**src/rtl/cv32e40p_sleep_cg_ctrl.sv**
```systemverilog
// Core clock-gate enable controller: drain, gate, wake with minimum hold.
// Optional gated-cycle statistics counter under RVLAB_CG_STATS_EN.
module cv32e40p_sleep_cg_ctrl #(
  parameter int IDLE_CYCLES = 4,
  parameter int WAKE_HOLD   = 2
) (
  input  logic        clk_i,
  input  logic        rst_ni,
  input  logic        sleep_req_i,
  input  logic        busy_i,
  input  logic        wake_i,
  input  logic        debug_req_i,
  output logic        clk_en_o,
  output logic        core_sleep_o,
  output logic [31:0] gated_cycles_o
);

  localparam int MAXV =
    (IDLE_CYCLES > WAKE_HOLD) ? IDLE_CYCLES : WAKE_HOLD;
  localparam int CW = $clog2(MAXV + 1);

  localparam logic [CW-1:0] IDLE_LAST =
    CW'(IDLE_CYCLES - 1);
  localparam logic [CW-1:0] HOLD_LAST =
    CW'(WAKE_HOLD - 1);

  typedef enum logic [1:0] {
    ACTIVE,
    DRAIN,
    GATED,
    WAKE
  } state_e;

  state_e        state_q;
  logic [CW-1:0] idle_cnt;
  logic [CW-1:0] hold_cnt;
  logic          wake;

  assign wake = wake_i | debug_req_i;

  always_ff @(posedge clk_i or negedge rst_ni) begin
    if (!rst_ni) begin
      state_q      <= ACTIVE;
      idle_cnt     <= '0;
      hold_cnt     <= '0;
      clk_en_o     <= 1'b1;
      core_sleep_o <= 1'b0;
    end else begin
      case (state_q)
        ACTIVE: begin
          clk_en_o     <= 1'b1;
          core_sleep_o <= 1'b0;
          if (sleep_req_i && !wake) begin
            state_q  <= DRAIN;
            idle_cnt <= '0;
          end
        end
        DRAIN: begin
          if (wake || !sleep_req_i) begin
            state_q  <= ACTIVE;
            idle_cnt <= '0;
          end else if (busy_i) begin
            idle_cnt <= '0;
          end else if (idle_cnt == IDLE_LAST) begin
            state_q      <= GATED;
            idle_cnt     <= '0;
            clk_en_o     <= 1'b0;
            core_sleep_o <= 1'b1;
          end else begin
            idle_cnt <= idle_cnt + 1'b1;
          end
        end
        GATED: begin
          // sleep_req_i/busy_i come from the frozen domain here
          if (wake) begin
            state_q      <= WAKE;
            hold_cnt     <= '0;
            clk_en_o     <= 1'b1;
            core_sleep_o <= 1'b0;
          end
        end
        WAKE: begin
          clk_en_o     <= 1'b1;
          core_sleep_o <= 1'b0;
          if (hold_cnt == HOLD_LAST) begin
            state_q  <= ACTIVE;
            hold_cnt <= '0;
          end else begin
            hold_cnt <= hold_cnt + 1'b1;
          end
        end
        default: begin
          state_q      <= ACTIVE;
          idle_cnt     <= '0;
          hold_cnt     <= '0;
          clk_en_o     <= 1'b1;
          core_sleep_o <= 1'b0;
        end
      endcase
    end
  end

`ifdef RVLAB_CG_STATS_EN
  logic [31:0] gated_q;

  always_ff @(posedge clk_i or negedge rst_ni) begin
    if (!rst_ni) begin
      gated_q <= '0;
    end else if (state_q == GATED &&
                 gated_q != 32'hFFFF_FFFF) begin
      gated_q <= gated_q + 32'd1;
    end
  end

  assign gated_cycles_o = gated_q;
`else
  assign gated_cycles_o = '0;
`endif

endmodule

```
**config.mk**
```make
export PLATFORM = sky130hd
export DESIGN_NAME = cv32e40p_sleep_cg_ctrl
export DESIGN_NICKNAME = d
export VERILOG_FILES = /design/src/rtl/cv32e40p_sleep_cg_ctrl.sv
export SDC_FILE = /design/constraint.sdc
export NUM_CORES = 1
export LEC_CHECK = 0
export ABC_AREA = 1
export CORE_ASPECT_RATIO = 0.7
export CORE_UTILIZATION = 42
export CTS_CLUSTER_SIZE = 28
export DETAILED_ROUTE_END_ITERATION = 12
export PLACE_DENSITY = 0.84
export SYNTH_ARGS = -nofsm -noshare
export SYNTH_HDL_FRONTEND = slang
export SYNTH_SLANG_ARGS = --single-unit
```
**constraint.sdc**
```tcl
create_clock -name clk_i -period 3.5 [get_ports clk_i]
set_input_delay 0.7 -clock clk_i [delete_from_list [all_inputs] [get_ports clk_i]]
set_output_delay 0.7 -clock clk_i [all_outputs]
set_load 0.1 [all_outputs]
```
==> results by group, run 1 <==
Synth
  • Number of synthesized flops with an enable pin: 0
  • Top cell type's share of synthesized area: 30.6%
  • Yosys top cell by area: buf_4
  • Post-synth top cells: 32 x buf_4, 14 x nand2_1, 10 x inv_1
  • Library cells used by synthesis: 23
  • Ys async rst share: between 90% and 100%
  • Most instantiated library cell after synthesis: buf_4
  • Prevailing post-synth register cell: dfrtp_1
  • Yosys warnings: 0
  • Synth top area cells: buf_4 31%, dfrtp_1 29%, nand2_1 6.7%, inv_1 4.8%, dfstp_2 3.3%
  • Sequential cell area fraction in the yosys report: between 30% and 40%
  • Cells after synthesis: just under 100
  • Syn_area_per_cell: about 7.9 um2
  • Post-Synthesis Cell Area: a little under 800 um2
  • #FFs+latches synth: 10

CTS
  • CTS H-tree depth: 1
  • Clock tree root driver cell: clkbuf_4
  • Bufs on Longest Clock Path: 2
  • CTS tree: yes
  • Cts hold-fix bufs: 0
  • Clk slew on worst S/H paths: roughly 0.06 ns
  • Postcts setup bufs: 0
  • Sink Count: 10
  • CTS-repair resized insts: 0
  • Num CTS Buffers: 3
  • Clk Latency, worst-skew pair: ~0.27 ns

Worst setup path
  • Worst Setup End Kind: output port
  • CP max stage delay: ~1.1 ns
  • CP cell instances: clkdlybuf4s50_1
  • Worst r2r src: idle_cnt[0]
  • Critical path peak fanout: 2
  • Worst Setup SP: core_sleep_o
  • Worst endpoint data arrival time: between 1.5 and 2 ns
  • R2r setup slk: between 2 and 2.5 ns
  • Crit Path Class: reg -> out
  • CP delay by family, top: buffers and inverters
  • Crit start category: register
  • Buffers and inverters on the worst path: 1
  • Data required time at the worst endpoint: around 2.8 ns
  • Slowest library cell on the worst path: clkdlybuf4s50_1

STA
  • Max Slew Vio Count: 0
  • TNS Setup: 0 ns
  • Final setup viols: 0
  • Hold Violations, Final: 0
  • Unrepaired setup endpoints after global routing: false
  • Slew @ Worst Pin: 0.969 ns
  • Fmax: a little over 400 MHz
  • Relative max-transition margin: a little over a third
  • Setup Skew: between 0.01 and 0.015 ns
  • Final min period: 2.44 ns
  • Period utilization: ~70%

Routing
  • DRC viols: 0
  • Initial DRC count: 23
  • Drt pass-1 iters: 4
  • Post-route ant nets: 0
  • Final WL: 1250 um
  • Via Count: 570
  • Vias per cell: ~4.4
  • Post-DR wirelength/cell: around 9.6 um

Placed design
  • Placer Congestion: 0.802
  • Port Buffer Count: 7
  • HPWL Detailed: ~1000 um
  • Placed Cells: between 100 and 150

Global route
  • Antenna violations before repair: 0
  • Global-route wire length before repair: 2070 um
  • Global Route Usage Sum: between 10% and 20%
  • Largest net degree at the start of global routing: 11
  • GRT overflow: 0
  • Vias in the first global route: around 470

Layout
  • ANT cells: 0
  • Syn-to-layout area delta: 0.797%
  • Fill count: ~160
  • Layout cells sized above 1: a little under an eighth
  • Layout Nets: ~120
  • Post-route insts no fill: 130
  • Final core area utilization: approximately 47%

Floorplanning
  • Die X: between 50 and 60 um
  • Ports: 40
  • Initial core utilization: 47.1%
  • Placement row count: 12
  • Die ar.: approximately 2000 um2
  • Core area: about 1700 um2
  • Die H: about 38 um

Power
  • Peak supply drop: approximately 0.00038 V
  • Leakage: approximately 0.44 nW
  • Power per Cell Area: between 600 and 700 nW/um2

Flow run
  • Max-cap violations: 0

Worst hold path
  • HP Start: clk_en_o
  • Hold Crit Class: reg -> reg

Status
  • Status: complete, no violations
==> kinds of logic after synthesis <==
group / after synthesis / share of synthesized area, %
AO/OA/AOI/OAI: 11 / 7.81
XOR/XNOR: 2 / 2.23
adder cells (fa/ha/maj): 1 / 1.59
buffers and inverters: 44 / 36.4
flip-flops: 10 / 32.1
other: 1 / 0.478
AND/OR/NAND/NOR: 30 / 19.5
==> per-layer routing <==
layer	wire length, um	global-route usage (%)	vias to the layer above
li1	-	-	270
met5	0	0	-
met2	563	22.5	35
met3	113	5.95	5
met1	552	18.3	260
met4	23	7.89	0
==> cells in the final DEF, fill, tap and decap left out <==
cell type | Yosys | layout
conb_1 | 1 | 32
nand2_1 | 14 | 14
inv_1 | 10 | 10
dfrtp_1 | 9 | 9
clkdlybuf4s50_1 | 0 | 6
nor2_1 | 4 | 4
nand3_1 | 4 | 4
o21ai_1 | 4 | 4
a21oi_1 | 3 | 3
clkbuf_4 | 0 | 3
inv_2 | 2 | 2
nand2_2 | 2 | 2
o22ai_1 | 2 | 2
nand4_1 | 2 | 2
nor2_2 | 1 | 1
nor3_4 | 1 | 1
o21ai_0 | 1 | 1
a22o_1 | 1 | 1
xnor2_1 | 1 | 1
nand3b_1 | 1 | 1
nand3_2 | 1 | 1
xor2_1 | 1 | 1
ha_1 | 1 | 1
dfstp_2 | 1 | 1
clkbuf_8 | 0 | 1
buf_4 | 32 | 1
==> sequential cells by signal, summed over array words and instances (netlist names), named ones only <==
name,count
state_q,1
idle_cnt,3
clk_en_o,1
core_sleep_o,1
hold_cnt,3
==> where the power goes <==
part           internal, W  total [W]  leakage [nW]  switching [W]
Combinational    0.0000393   0.000291         0.300       0.000252
Clock            0.0000632   0.000104        0.0210      0.0000407
Sequential        0.000134   0.000148         0.118      0.0000143
==> through the flow <==
stage | hold slack (ns) | worst slack, ns | instance area (um2) | total power (W)
floorplan | 0.404 | 1.90 | 901 | 0.000434
global placement | 0.457 | 1.36 | 754 | 0.000433
detailed placement | 0.473 | 1.34 | 754 | 0.000439
CTS | 0.481 | 1.04 | 791 | 0.000545
global route | 0.492 | 1.00 | 791 | 0.000573
finish | 0.476 | 1.06 | 791 | 0.000543
==> cell type report <==
type	count	area, um2	area share, %
clock buffer	4	36.3	4.59
tap	21	26.3	3.32
timing repair buffer	7	67.6	8.54
multi-input combinational	76	364	46.0
inverter	12	45.0	5.70
sequential	10	251	31.8
==> worst paths after layout <==
kind	end	cells after the start
max	core_sleep_o	1
min	clk_en_o	2
max reg2reg	clk_en_o	6
min reg2reg	clk_en_o	2
max in group asynchronous	clk_en_o	1
min in group asynchronous	idle_cnt[1]	1
Note: power is estimated with default switching activity, not from simulation.
==> inputs of run 2 (changes only) <==
CORE_UTILIZATION = 39   (was 42)
PLACE_DENSITY = 0.79   (was 0.84)
clock period = 2.3 ns   (was 3.5 ns; I/O delays follow)
==> run 2 against run 1 <==
First-iteration DRC count grew 17%; worst setup slack lost 0.31 ns; hold slack gained 0.015 ns; routed wire length grew 1.4%; cell count grew 0.77%; sequential share of layout area grew 0.050 points; combinational power grew 54%; clock power grew 58%; sequential cell count is the same; sequential power grew 53%; critical path depth is the same; critical path type unchanged; critical endpoint is now clk_en_o; largest power group unchanged.
==> results by group, run 2 (same netlist as run 1, synthesis figures left out) <==
Power
  • Net Switching: 0.000479 W (+56%)
  • Sw Ratio: 57.1% (+0.65 points)
  • Clock share of power: 19.5% (+0.4 points)
  • Total internal power: 0.000360 W (+52%)
  • Final Power: 0.000839 W (+55%)
  • Power per Cell Area: 1060 nW/um2 (+55%)
  • Leakage: 0.441 nW (+0.47%)
  • Sequential Power Share: 27.0% (-0.3 points)
  • Combinational power share: 53.4% (-0.2 points)
  • Peak supply drop: 0.000874 V (+130%)

Routing
  • Post-DR wirelength/cell: 9.69 um (+0.58%)
  • Drt pass-1 iters: 4 (unchanged)
  • Post-route ant nets: 0 (unchanged)
  • Via Count: 555 (-2.6%)
  • Final WL: 1270 um (+1.4%)
  • DRC viols: 0 (unchanged)
  • Vias per cell: 4.24 (-3.4%)
  • Initial DRC count: 27 (+17%)

Global route
  • Global Route Usage Sum: 13.0% (-2.0 points)
  • GRT overflow: 0 (unchanged)
  • Global-route wire length before repair: 2040 um (-1.4%)
  • Largest net degree at the start of global routing: 11 (unchanged)
  • Vias in the first global route: 479 (+2.1%)
  • Antenna violations before repair: 0 (unchanged)

Worst hold path
  • Hold Crit Class: reg -> reg

Placed design
  • Port Buffer Count: 7 (unchanged)
  • HPWL Detailed: 997 um (-2.8%)
  • Placer Congestion: 0.800 (-0.25%)

Worst setup path
  • Critical path peak fanout: 2 (unchanged)
  • Crit start category: register
  • Crit Path Class: reg -> out
  • CP delay by family, top: flip-flops
  • Slowest library cell on the worst path: dfstp_2
  • Data required time at the worst endpoint: 1.84 ns (-0.96 ns)
  • CP cell instances: buf_4
  • Worst endpoint data arrival time: 1.09 ns (-0.65 ns)
  • CP max stage delay: 0.54 ns (-0.59 ns)
  • Buffers and inverters on the worst path: 1 (unchanged)
  • Worst Setup End Kind: output port

CTS
  • Sink Count: 10 (unchanged)
  • Clk slew on worst S/H paths: 0.07 ns (about the same)
  • Bufs on Longest Clock Path: 2 (unchanged)
  • CTS tree: yes
  • CTS-repair resized insts: 0 (unchanged)
  • Clk Latency, worst-skew pair: 0.27 ns (about the same)
  • Clock tree root driver cell: clkbuf_4
  • Num CTS Buffers: 3 (unchanged)
  • Postcts setup bufs: 0 (unchanged)
  • Cts hold-fix bufs: 0 (unchanged)
  • CTS H-tree depth: 1 (unchanged)

Layout
  • Leading cell type in the layout, fill and taps excluded: conb_1
  • Biggest regs: hold_cnt: 3 flops, idle_cnt: 3 flops
  • Most frequent cells in the layout: 32 x conb_1, 14 x nand2_1, 10 x inv_1
  • Multi-input gate area: 364 um2 (unchanged)
  • Layout Nets: 117 (unchanged)
  • Fill count: 192 (+18%)
  • Syn-to-layout area delta: 0.638%
  • ANT cells: 0 (unchanged)
  • Final core area utilization: 42.2% (-5.2 points)
  • FF+latch area: 251 um2 (unchanged)
  • Layout cells sized above 1: 12.8% (+0.92 points)

Status
  • Status: complete, no violations

Flow run
  • Max-cap violations: 0 (unchanged)

STA
  • Final setup viols: 0 (unchanged)
  • Unrepaired setup endpoints after global routing: false
  • Final min period: about 1.6 ns
  • Setup Skew: 0.00320 ns (-0.00708 ns)
  • Period utilization: between 60% and 70%
  • Hold Violations, Final: 0 (unchanged)
  • TNS Setup: 0 ns (unchanged)
  • Max Slew Vio Count: 0 (unchanged)
  • Fmax: approximately 640 MHz

Floorplanning
  • Ports: 40 (unchanged)
  • Core area: 1870 um2 (+12%)
  • Placement row count: 13 (+1)
  • Initial core utilization: 41.9% (-5.1 points)
  • Die H: 39.5 um (+3.6%)
  • Die X: 55.6 um (+3.6%)
  • Die ar.: 2200 um2 (+7.3%)
[run 2: cell types whose count changed in the layout (fill, tap and decap cells not counted)]
cell / previous run / this run
buf_4: 1 / 2
clkdlybuf4s50_1: 6 / 5
[run 2: power by group through the flow]
| stage | clock, W | combinational [W] | sequential (W) |
|---|---|---|---|
| after floorplan | 0 | 0.000366 | 0.000294 |
| after global placement | 0 | 0.000434 | 0.000228 |
| after detailed placement | 0 | 0.000442 | 0.000229 |
| after CTS | 0.000163 | 0.000444 | 0.000227 |
| after global routing | 0.000170 | 0.000467 | 0.000232 |
| final | 0.000164 | 0.000448 | 0.000227 |
[run 2: through the flow]
| step | hold WS (ns) | cell area [um2] | instances | worst slack [ns] |
|---|---|---|---|---|
| floorplan | 0.164 | 901 | 130 | 0.942 |
| detailed placement | 0.471 | 753 | 127 | 0.565 |
| global placement | 0.471 | 753 | 127 | 0.625 |
| finish | 0.491 | 790 | 131 | 0.750 |
| global route | 0.522 | 790 | 131 | 0.720 |
| CTS | 0.491 | 790 | 131 | 0.747 |
[run 2: worst paths after layout]
kind | slack [ns] | depth (start not counted) | from | end
hold reg to reg | 0.49 | 2 | clk_en_o | clk_en_o
setup / recovery | 0.75 | 1 | clk_en_o | clk_en_o
hold / removal | 0.49 | 2 | clk_en_o | clk_en_o
min in group asynchronous | 0.50 | 1 | rst_ni | hold_cnt[0]
max in group asynchronous | 1.45 | 1 | rst_ni | clk_en_o
setup reg to reg | 1.01 | 6 | idle_cnt[0] | clk_en_o
[run 2: area by class of cell]
type,count,share of cell area [%]
multi-input cells,76,46.1
flip-flops and latches,10,31.9
repair buffers,7,8.24
inverters,12,5.71
clock buffers,4,4.60
well taps,22,3.49
[run 2: layer usage]
metal | vias up | track usage (%) | wire length, um
met4 | 0 | 3.75 | 0
li1 | 269 | - | -
met5 | - | 0 | 0
met1 | 252 | 16.1 | 610
met2 | 34 | 20.2 | 532
met3 | 0 | 6.27 | 126
==> inputs of run 3 (changes only) <==
CORE_UTILIZATION = 35   (was 39)
PLACE_DENSITY = 0.75   (was 0.79)
clock period = 1.3 ns   (was 2.3 ns; I/O delays follow)
==> run 3 against run 2 <==
Combinational power rose by 91%; register-to-register slack got worse by 0.92 ns; worst setup slack got worse by 0.70 ns; hold slack got worse by 0.18 ns; clock power rose by 69%; total power rose by 84%; sequential share of layout area fell by 2.8 points; clock skew rose by 0.0010 ns; global-route usage fell by 1.8 points; final area rose by 9.8%; critical endpoint unchanged; largest cell class unchanged; highest routed layer is now met4.
==> results by group, run 3 (same netlist as run 1, synthesis figures left out) <==
Power
  • Final Power: 0.00154 W (+84%)
  • Power per Cell Area: 1780 nW/um2 (+67%)
  • Leakage: 0.469 nW (+6.2%)
  • Peak supply drop: 0.000704 V (-19%)

Placed design
  • Placed Cells: 138 (+8.7%)
  • Port Buffer Count: 7 (unchanged)
  • Placement Setup Slack: -0.210 ns (-0.775 ns)
  • Placer Congestion: 0.801 (about the same)
  • HPWL Detailed: 1080 um (+8.6%)

Floorplanning
  • Initial core utilization: 39.5% (-2.4 points)
  • Die X: 58.6 um (+5.4%)
  • Core area: 1980 um2 (+6.1%)
  • Die ar.: 2440 um2 (+11%)
  • Ports: 40 (unchanged)
  • Die H: 41.6 um (+5.3%)
  • Placement row count: 13 (unchanged)

Layout
  • Layout cells sized above 1: 19.5% (+6.6 points)
  • Post-route insts no fill: 143 (+9.2%)
  • Layout Nets: 121 (+3.4%)
  • ANT cells: 0 (unchanged)
  • Biggest regs: hold_cnt: 3 flops, idle_cnt: 3 flops
  • Syn-to-layout area delta: 10.5%
  • Most frequent cells in the layout: 32 x conb_1, 14 x nand2_1, 10 x inv_1
  • Leading cell type in the layout, fill and taps excluded: conb_1

Worst setup path
  • Critical path peak fanout: 2 (unchanged)
  • Reg2reg path depth: 6 (unchanged)
  • CP endpoint: clk_en_o
  • Worst Setup End Kind: output port
  • CP cell instances: buf_12
  • Worst Setup SP: clk_en_o
  • Slowest library cell on the worst path: dfstp_2
  • R2r setup slk: 0.09 ns (-0.92 ns)
  • Buffers and inverters on the worst path: 1 (unchanged)
  • Instance count on the critical path: 1 (unchanged)
  • Worst endpoint data arrival time: 0.99 ns (-0.10 ns)
  • RR Endpoint: clk_en_o
  • CP max stage delay: 0.56 ns (+0.02 ns)
  • CP delay by family, top: flip-flops
  • Worst r2r src: idle_cnt[0]
  • Data required time at the worst endpoint: 1.04 ns (-0.80 ns)
  • Crit Path Class: reg -> out
  • Crit start category: register

STA
  • Period utilization: a little over nine tenths
  • TNS Setup: 0 ns (unchanged)
  • WHS: 0.315 ns (-0.176 ns)
  • Setup ws final: 0.0491 ns (-0.700 ns)
  • Max Slew Vio Count: 0 (unchanged)
  • Setup Skew: 0.00422 ns (+0.00102 ns)
  • Fmax: 799 MHz
  • Hold Violations, Final: 0 (unchanged)
  • Final min period: ~1.3 ns
  • Final setup viols: 0 (unchanged)

Routing
  • Initial DRC count: 9 (-67%)
  • Via Count: 559 (+0.72%)
  • DRC viols: 0 (unchanged)
  • Post-route ant nets: 0 (unchanged)
  • Final WL: 1340 um (+5.7%)
  • Vias per cell: 3.91 (-7.7%)
  • Drt pass-1 iters: 4 (unchanged)
  • Post-DR wirelength/cell: 9.39 um (-3.1%)

CTS
  • CTS tree: yes
  • Clk Latency, worst-skew pair: 0.26 ns (about the same)
  • Bufs on Longest Clock Path: 2 (unchanged)
  • Clock tree root driver cell: clkbuf_4
  • CTS H-tree depth: 1 (unchanged)
  • Sink Count: 10 (unchanged)
  • Clk slew on worst S/H paths: 0.07 ns (about the same)
  • Num CTS Buffers: 3 (unchanged)

Worst hold path
  • Hold Crit Class: in -> async

Global route
  • Vias in the first global route: 447 (-6.7%)
  • GRT overflow: 0 (unchanged)
  • Antenna violations before repair: 0 (unchanged)
  • Global Route Usage Sum: 11.1% (-1.8 points)
  • Largest net degree at the start of global routing: 11 (unchanged)
  • Global-route wire length before repair: 1980 um (-3.0%)

Status
  • Status: complete, no violations

Flow run
  • Max-cap violations: 0 (unchanged)
-- run 3: final cells by class --
type                            instances  area (um2)
Tap cell                               30        37.5
Timing Repair Buffer                   11         120
Clock buffer                            4        36.3
Sequential cell                        10         251
Multi-Input combinational cell         76         377
Inverter                               12        45.0
Fill cell                             201        1120
-- run 3: metrics by stage --
| step | instance area, um2 | util [%] |
|---|---|---|
| floorplan | 901 | - |
| global placement | 811 | 40.9 |
| detailed placement | 811 | 40.9 |
| CTS | 851 | 42.9 |
| global route | 867 | 43.7 |
| finish | 867 | 43.7 |
-- run 3: routing by layer --
layer  up-vias  global-route usage [%]  wire length (um)
li1        279                       -                 -
met1       253                    15.3               601
met2        25                    16.8               639
met3         2                    2.80                92
met4         0                    4.29                10
met5         -                       0                 0
-- run 3: repair_timing --
action	CTS	global route
hold buffers	0	0
pin swaps	0	2
gates resized for setup	1	3
setup buffers	0	1
setup endpoints to repair	1	1
-- run 3: where the power goes --
part	internal [W]	total (W)	switching, W
registers	0.000362	0.000411	0.0000498
clock network	0.000170	0.000277	0.000107
logic	0.000163	0.000855	0.000691
-- run 3: worst min-delay path by stage --
stage | startpoint | end | slack [ns]
after floorplan | rst_ni | asynchronous set/reset pin | -0.04
after global placement | idle_cnt[0] | idle_cnt[0] | 0.47
after detailed placement | idle_cnt[0] | idle_cnt[0] | 0.50
after CTS | rst_ni | asynchronous set/reset pin | 0.33
after global routing | rst_ni | state_q[0] | 0.34
final | rst_ni | state_q[0] | 0.31
